$ cat config.mk
export PLATFORM = sky130hd
export DESIGN_NAME = variance_cache_filler
export DESIGN_NICKNAME = d
export VERILOG_FILES = /design/src/rtl/variance_cache_filler_pkg.sv /design/src/rtl/variance_cache_filler.sv
export SDC_FILE = /design/constraint.sdc
export NUM_CORES = 1
export LEC_CHECK = 0
export ABC_CLOCK_PERIOD_IN_PS = 9700
export CAP_MARGIN = 20
export CORE_MARGIN = 2
export CORE_UTILIZATION = 40
export DETAILED_ROUTE_END_ITERATION = 7
export HOLD_SLACK_MARGIN = 0.1
export PLACE_DENSITY = 0.71
export RECOVER_POWER = 100
export SLEW_MARGIN = 5
export SYNTH_ARGS = -nofsm -noshare
export SYNTH_HDL_FRONTEND = slang
export SYNTH_SLANG_ARGS = --single-unit
$ cat constraint.sdc
create_clock -name clk -period 9.7 [get_ports clk]
set_input_delay 0.97 -clock clk [delete_from_list [all_inputs] [get_ports clk]]
set_output_delay 0.97 -clock clk [all_outputs]
set_load 0.01 [all_outputs]
$ cat src/rtl/variance_cache_filler_pkg.sv
// Shared constants, state encoding and cache port structs for the variance-cache filler.
// The cache itself lives in the parent and is reached only through these structs.
package pkg_varianceCache;
    localparam int WORD_SIZE    = 32;
    localparam int WORD_SIZE_SQ = 64;
    localparam int ADDR_WIDTH   = 2;

    typedef logic [1:0] state_t;
    localparam state_t ST_FILL  = 2'd0;
    localparam state_t ST_READ  = 2'd1;
    localparam state_t ST_DRAIN = 2'd2;
    localparam state_t ST_DONE  = 2'd3;

    // Window sum is TL - TR - BL + BR: corners 0 and 3 add, 1 and 2 subtract.
    function automatic logic corner_is_add(input logic [ADDR_WIDTH-1:0] addr);
        corner_is_add = (addr == 2'd0) || (addr == 2'd3);
    endfunction
endpackage

package structs;
    import pkg_varianceCache::*;

    typedef struct packed {
        logic                    we;
        logic [ADDR_WIDTH-1:0]   waddr;
        logic [WORD_SIZE-1:0]    wdata;
        logic                    weSQ;
        logic [ADDR_WIDTH-1:0]   waddrSQ;
        logic [WORD_SIZE_SQ-1:0] wdataSQ;
    } struct_varianceCache_Write;

    typedef struct packed {
        logic [ADDR_WIDTH-1:0] raddr;
        logic [ADDR_WIDTH-1:0] raddrSQ;
    } struct_varianceCache_Read_in;

    typedef struct packed {
        logic [WORD_SIZE-1:0]    q;
        logic [WORD_SIZE_SQ-1:0] qSQ;
    } struct_varianceCache_Read_out;
endpackage

$ cat src/rtl/variance_cache_filler.sv
// Writes four integral-image corners into the variance cache, reads them back and
// combines them into the window sum and squared sum (TL - TR - BL + BR).
module variance_cache_filler
    import pkg_varianceCache::*;
#(
    parameter int WORD_SIZE    = pkg_varianceCache::WORD_SIZE,
    parameter int WORD_SIZE_SQ = pkg_varianceCache::WORD_SIZE_SQ
) (
    input  logic                                  clk,
    input  logic                                  rst,
    input  logic                                  corner_valid,
    output logic                                  corner_ready,
    input  logic [WORD_SIZE-1:0]                  corner_data,
    input  logic [WORD_SIZE_SQ-1:0]               corner_dataSq,
    output structs::struct_varianceCache_Write    vcw,
    output structs::struct_varianceCache_Read_in  vcr_in,
    input  structs::struct_varianceCache_Read_out vcr_out,
    output logic                                  res_valid,
    input  logic                                  res_ready,
    output logic [WORD_SIZE-1:0]                  res_sum,
    output logic [WORD_SIZE_SQ-1:0]               res_sumSq
);

    state_t                  state_q, state_d;
    logic [ADDR_WIDTH-1:0]   fill_cnt_q, fill_cnt_d;
    logic [ADDR_WIDTH-1:0]   rd_cnt_q, rd_cnt_d;
    logic [ADDR_WIDTH-1:0]   pend_addr_q, pend_addr_d;
    logic                    pend_q, pend_d;
    logic [WORD_SIZE-1:0]    acc_q, acc_d;
    logic [WORD_SIZE_SQ-1:0] acc_sq_q, acc_sq_d;
    logic                    accept_s;

    // Ready is held low while reset is asserted so no corner can slip in.
    assign corner_ready = (state_q == ST_FILL) && !rst;
    assign accept_s     = corner_valid && corner_ready;
    assign res_valid    = (state_q == ST_DONE);
    assign res_sum      = acc_q;
    assign res_sumSq    = acc_sq_q;

    // Next-state, counters and accumulator update
    always_comb begin
        state_d     = state_q;
        fill_cnt_d  = fill_cnt_q;
        rd_cnt_d    = rd_cnt_q;
        pend_d      = 1'b0;
        pend_addr_d = rd_cnt_q;
        acc_d       = acc_q;
        acc_sq_d    = acc_sq_q;

        // Data read in the previous cycle arrives now; fold it in with its corner sign.
        if (pend_q) begin
            if (corner_is_add(pend_addr_q)) begin
                acc_d    = acc_q + vcr_out.q;
                acc_sq_d = acc_sq_q + vcr_out.qSQ;
            end else begin
                acc_d    = acc_q - vcr_out.q;
                acc_sq_d = acc_sq_q - vcr_out.qSQ;
            end
        end else begin
            acc_d    = acc_q;
            acc_sq_d = acc_sq_q;
        end

        case (state_q)
            ST_FILL: begin
                if (accept_s) begin
                    fill_cnt_d = fill_cnt_q + 2'd1;
                    if (fill_cnt_q == 2'd3) begin
                        state_d  = ST_READ;
                        rd_cnt_d = 2'd0;
                        acc_d    = '0;
                        acc_sq_d = '0;
                    end else begin
                        state_d = ST_FILL;
                    end
                end else begin
                    fill_cnt_d = fill_cnt_q;
                end
            end
            ST_READ: begin
                pend_d   = 1'b1;
                rd_cnt_d = rd_cnt_q + 2'd1;
                if (rd_cnt_q == 2'd3) begin
                    state_d = ST_DRAIN;
                end else begin
                    state_d = ST_READ;
                end
            end
            ST_DRAIN: begin
                state_d = ST_DONE;
            end
            ST_DONE: begin
                if (res_ready) begin
                    state_d    = ST_FILL;
                    fill_cnt_d = 2'd0;
                end else begin
                    state_d = ST_DONE;
                end
            end
            default: begin
                state_d    = ST_FILL;
                fill_cnt_d = 2'd0;
            end
        endcase
    end

    // Cache write and read address drive; all fields idle at zero
    always_comb begin
        vcw    = '0;
        vcr_in = '0;
        if (accept_s) begin
            vcw.we      = 1'b1;
            vcw.waddr   = fill_cnt_q;
            vcw.wdata   = corner_data;
            vcw.weSQ    = 1'b1;
            vcw.waddrSQ = fill_cnt_q;
            vcw.wdataSQ = corner_dataSq;
        end else begin
            vcw.we   = 1'b0;
            vcw.weSQ = 1'b0;
        end
        if (state_q == ST_READ) begin
            vcr_in.raddr   = rd_cnt_q;
            vcr_in.raddrSQ = rd_cnt_q;
        end else begin
            vcr_in.raddr   = 2'd0;
            vcr_in.raddrSQ = 2'd0;
        end
    end

    // State registers; reset drops any partially processed window
    always_ff @(posedge clk or posedge rst) begin
        if (rst) begin
            state_q     <= ST_FILL;
            fill_cnt_q  <= 2'd0;
            rd_cnt_q    <= 2'd0;
            pend_q      <= 1'b0;
            pend_addr_q <= 2'd0;
            acc_q       <= '0;
            acc_sq_q    <= '0;
        end else begin
            state_q     <= state_d;
            fill_cnt_q  <= fill_cnt_d;
            rd_cnt_q    <= rd_cnt_d;
            pend_q      <= pend_d;
            pend_addr_q <= pend_addr_d;
            acc_q       <= acc_d;
            acc_sq_q    <= acc_sq_d;
        end
    end

endmodule

==> results by group <==
Logic synthesis
  – Sequential area share after synthesis: 21.19%
  – Synth Area in Compound Gates: 23.19%
  – Flops & latches, synth: 105
  – Synth Area in Simple Gates: 24.24%
  – Syn_area_per_cell: 7.714 sq um
  – Cell Area, Synth: 12,400 sq um
  – Syn_nets: 1,914
  – Ys Warns: 0
  – Cells after Synth: 1,607
  – Mux contribution to synthesized area: 4.219%
  – XOR/XNOR Fraction of Synth Area: 11.85%
  – Synth Area in Adders: 11.32%
  – FFs w/ async S/R, synth: 100.0%
  – Main combinational cell family by area after synthesis: simple AND/OR/NAND/NOR gates
  – Post-synth EDFFs: 0
  – Ys flop type: dfrtp_1
  – Synth cell types: 85

CTS
  – Clock buffer depth: 2
  – TritonCTS clock tree: yes
  – Post-cts hold buffer count: 0
  – CTS Buf Count: 9
  – H-tree depth: 3
  – Sinks on the clock net: 105
  – Post-CTS setup buffer count: 0
  – Clk_lat worst skew: 0.37 ns
  – CTS clk-pin slew, worst paths: 0.08 ns
  – Resized Gates After CTS: 0
  – Clock root buffer master: clkbuf_16

Routing
  – Routed via count: 13,570
  – Wirelength per Cell: 21.27 microns
  – Residual DRC count: 0
  – Vias per cell: 5.790
  – WL final: 49.84 mm
  – DR iter-0 viols: 1,001
  – Antenna viol nets, final: 0
  – Drt first pass iters: 5

Timing
  – Achievable Freq: 151.0 MHz
  – Slew headroom: -151.9%
  – Final hold vios: 0
  – Tcrit/Tclk final: 68.28%
  – Min Tclk post-route: 6.623 ns
  – # setup viols final: 0
  – Worst-margin pin slew: 3.779 ns
  – RSZ-0062 raised after global routing: no
  – Sum Neg Setup Slack: 0 ns
  – Worst Clk Skew: 0.009566 ns
  – Pins Over Slew Limit: 230

Global route
  – Largest net degree at the start of global routing: 101
  – Initial antenna violation count: 3
  – Total Routing Usage GR: 29.62%
  – GR Overflow Total: 0
  – Number of global-route vias before repair: 13,070
  – First-pass GRT wire length: 76.36 mm

Layout
  – Most frequent cells in the layout: 206 x dlygate4sd3_1, 192 x clkdlybuf4s50_1, 162 x a21oi_1, 161 x nor2_1, 115 x nand2_1
  – Nets: 2,247
  – Fillers: 2,823
  – FF+latch area: 2631 sq um
  – Fraction of layout cells with a size suffix above 1: 2.571%
  – Area taken by multi-input logic gates: 9298 sq um
  – Commonest non-fill, non-tap cell in the layout: dlygate4sd3_1
  – Layout area overhead: 36.39%
  – Layout Cells excl Fill: 2,343

Critical path
  – Critical Path Max Stage Delay: 0.61 ns
  – Worst Setup Start Kind: input port
  – Buf/Inv on CP: 1
  – Crit-path slowest cell: dlygate4sd3_1
  – Worst reg2reg path depth: 6
  – Crit. End Element: register
  – Critical Path AT: 6.90 ns
  – CP dominant cell by count: a21oi_1
  – Critical path cell sequence: dlygate4sd3_1 > nor4_1 > nand3_1 > or2_2 > nor2_1 > nand2_1 > or3_1 > nor3_1 > a21oi_1 > xor2_1 > ha_1 > a21o_1 > a21o_1 > a21oi_1 > o21ai_0 > a221o_1 > a21oi_1 > o21ai_0 > and3_1 > nor3_1
  – Crit. path cell count: 20
  – Cell family with most CP delay: simple AND/OR/NAND/NOR gates
  – CP startpoint: vcr_out[6]
  – Worst Path Required: 9.98 ns
  – Crit Reg-Reg Startpoint: state_q[1]
  – Critical Path Fanout Max: 8
  – Critical path class: in -> reg

Floorplanning
  – Io pins: 400
  – Initial Utilization: 40.53%
  – DIE AREA: 32,420 sq um
  – Core Box Area: 30,590 sq um
  – Die Ht: 180.0 microns
  – Row count: 64
  – Die width: 180.0 microns

Placed design
  – Placed cells: 2,325
  – DP HPWL: 39.44 mm
  – Port bufs: 399
  – RD Place Congestion: 0.9837

Outcome
  – Run status: complete, but fails checks
  – Failing checks: capacitance limit, slew limit

Hold path
  – Hold Path Class: reg -> reg
  – Min-delay src: pend_addr_d[1]
  – Worst Hold Depth: 0

Flow run
  – Max Cap Violations: 4
[Yosys cell counts, types with 28 or more instances]
| master | n | area share, % |
|---|---|---|
| mux2i_1 | 50 | 4.0 |
| nand2_1 | 115 | 3.5 |
| a21oi_1 | 162 | 6.5 |
| dfrtp_1 | 105 | 21 |
| o21ai_0 | 105 | 4.2 |
| xor2_1 | 60 | 4.2 |
| clkbuf_1 | 70 | 2.1 |
| nand3_1 | 28 | 1.1 |
| nor3_1 | 31 | 1.3 |
| nor2_1 | 161 | 4.9 |
| ha_1 | 109 | 11 |
| inv_1 | 39 | 1.2 |
| and3_1 | 111 | 5.6 |
| xnor2_1 | 104 | 7.3 |
| a21o_1 | 47 | 2.8 |
[per-layer routing]
| metal | vias to the layer above | share of wire, % | GRT usage [%] |
|---|---|---|---|
| li1 | 6519 | - | - |
| met1 | 6468 | 46 | 41.26 |
| met2 | 501 | 43 | 45.76 |
| met3 | 76 | 8.3 | 7.801 |
| met4 | 2 | 2.4 | 7.161 |
| met5 | - | 0.026 | 0 |
[worst paths after layout]
check	to	slack, ns
min in group asynchronous	res_sumSq[60]	1.58
max in group asynchronous	pend_q	3.36
setup reg to reg	pend_addr_d[0]	3.97
setup / recovery	res_sumSq[61]	3.08
hold / removal	pend_addr_q[1]	0.44
hold reg to reg	pend_addr_q[1]	0.44
[logic make-up after synthesis]
kind of cell,count (synthesis)
AO/OA/AOI/OAI,463
multiplexers,52
AND/OR/NAND/NOR,585
flip-flops,105
adder cells (fa/ha/maj),111
buffers and inverters,125
XOR/XNOR,166
[state kept, by name, indices dropped and copies added (netlist names)]
| name | count |
|---|---|
| fill_cnt_q | 2 |
| res_sum | 32 |
| state_q | 2 |
| pend_q | 1 |
| pend_addr_q | 2 |
| res_sumSq | 64 |
| pend_addr_d | 2 |
[metrics by stage]
step / instance area [sq um] / hold WS (ns) / util [%] / setup slack (ns)
after floorplan: 12400 / 0.3909 / - / 4.659
after global placement: 16640 / 0.4118 / 54.40 / 3.119
after detailed placement: 16640 / 0.4131 / 54.40 / 3.056
after CTS: 16930 / 0.4401 / 55.34 / 3.408
after global routing: 16900 / 0.4541 / 55.26 / 2.192
final: 16910 / 0.4425 / 55.28 / 3.077
[area by class of cell]
class | count | share of cell area (%)
flip-flops and latches | 105 | 15.56
diodes | 2 | 0.02960
clock inverters | 6 | 0.3404
multi-input cells | 1377 | 54.99
clock buffers | 10 | 1.354
well taps | 396 | 2.930
repair buffers | 408 | 23.92
inverters | 39 | 0.8732
Power is left out: the tool's default activity adds up to more than one toggle a clock period on the data nets, which glitch-free logic cannot reach.
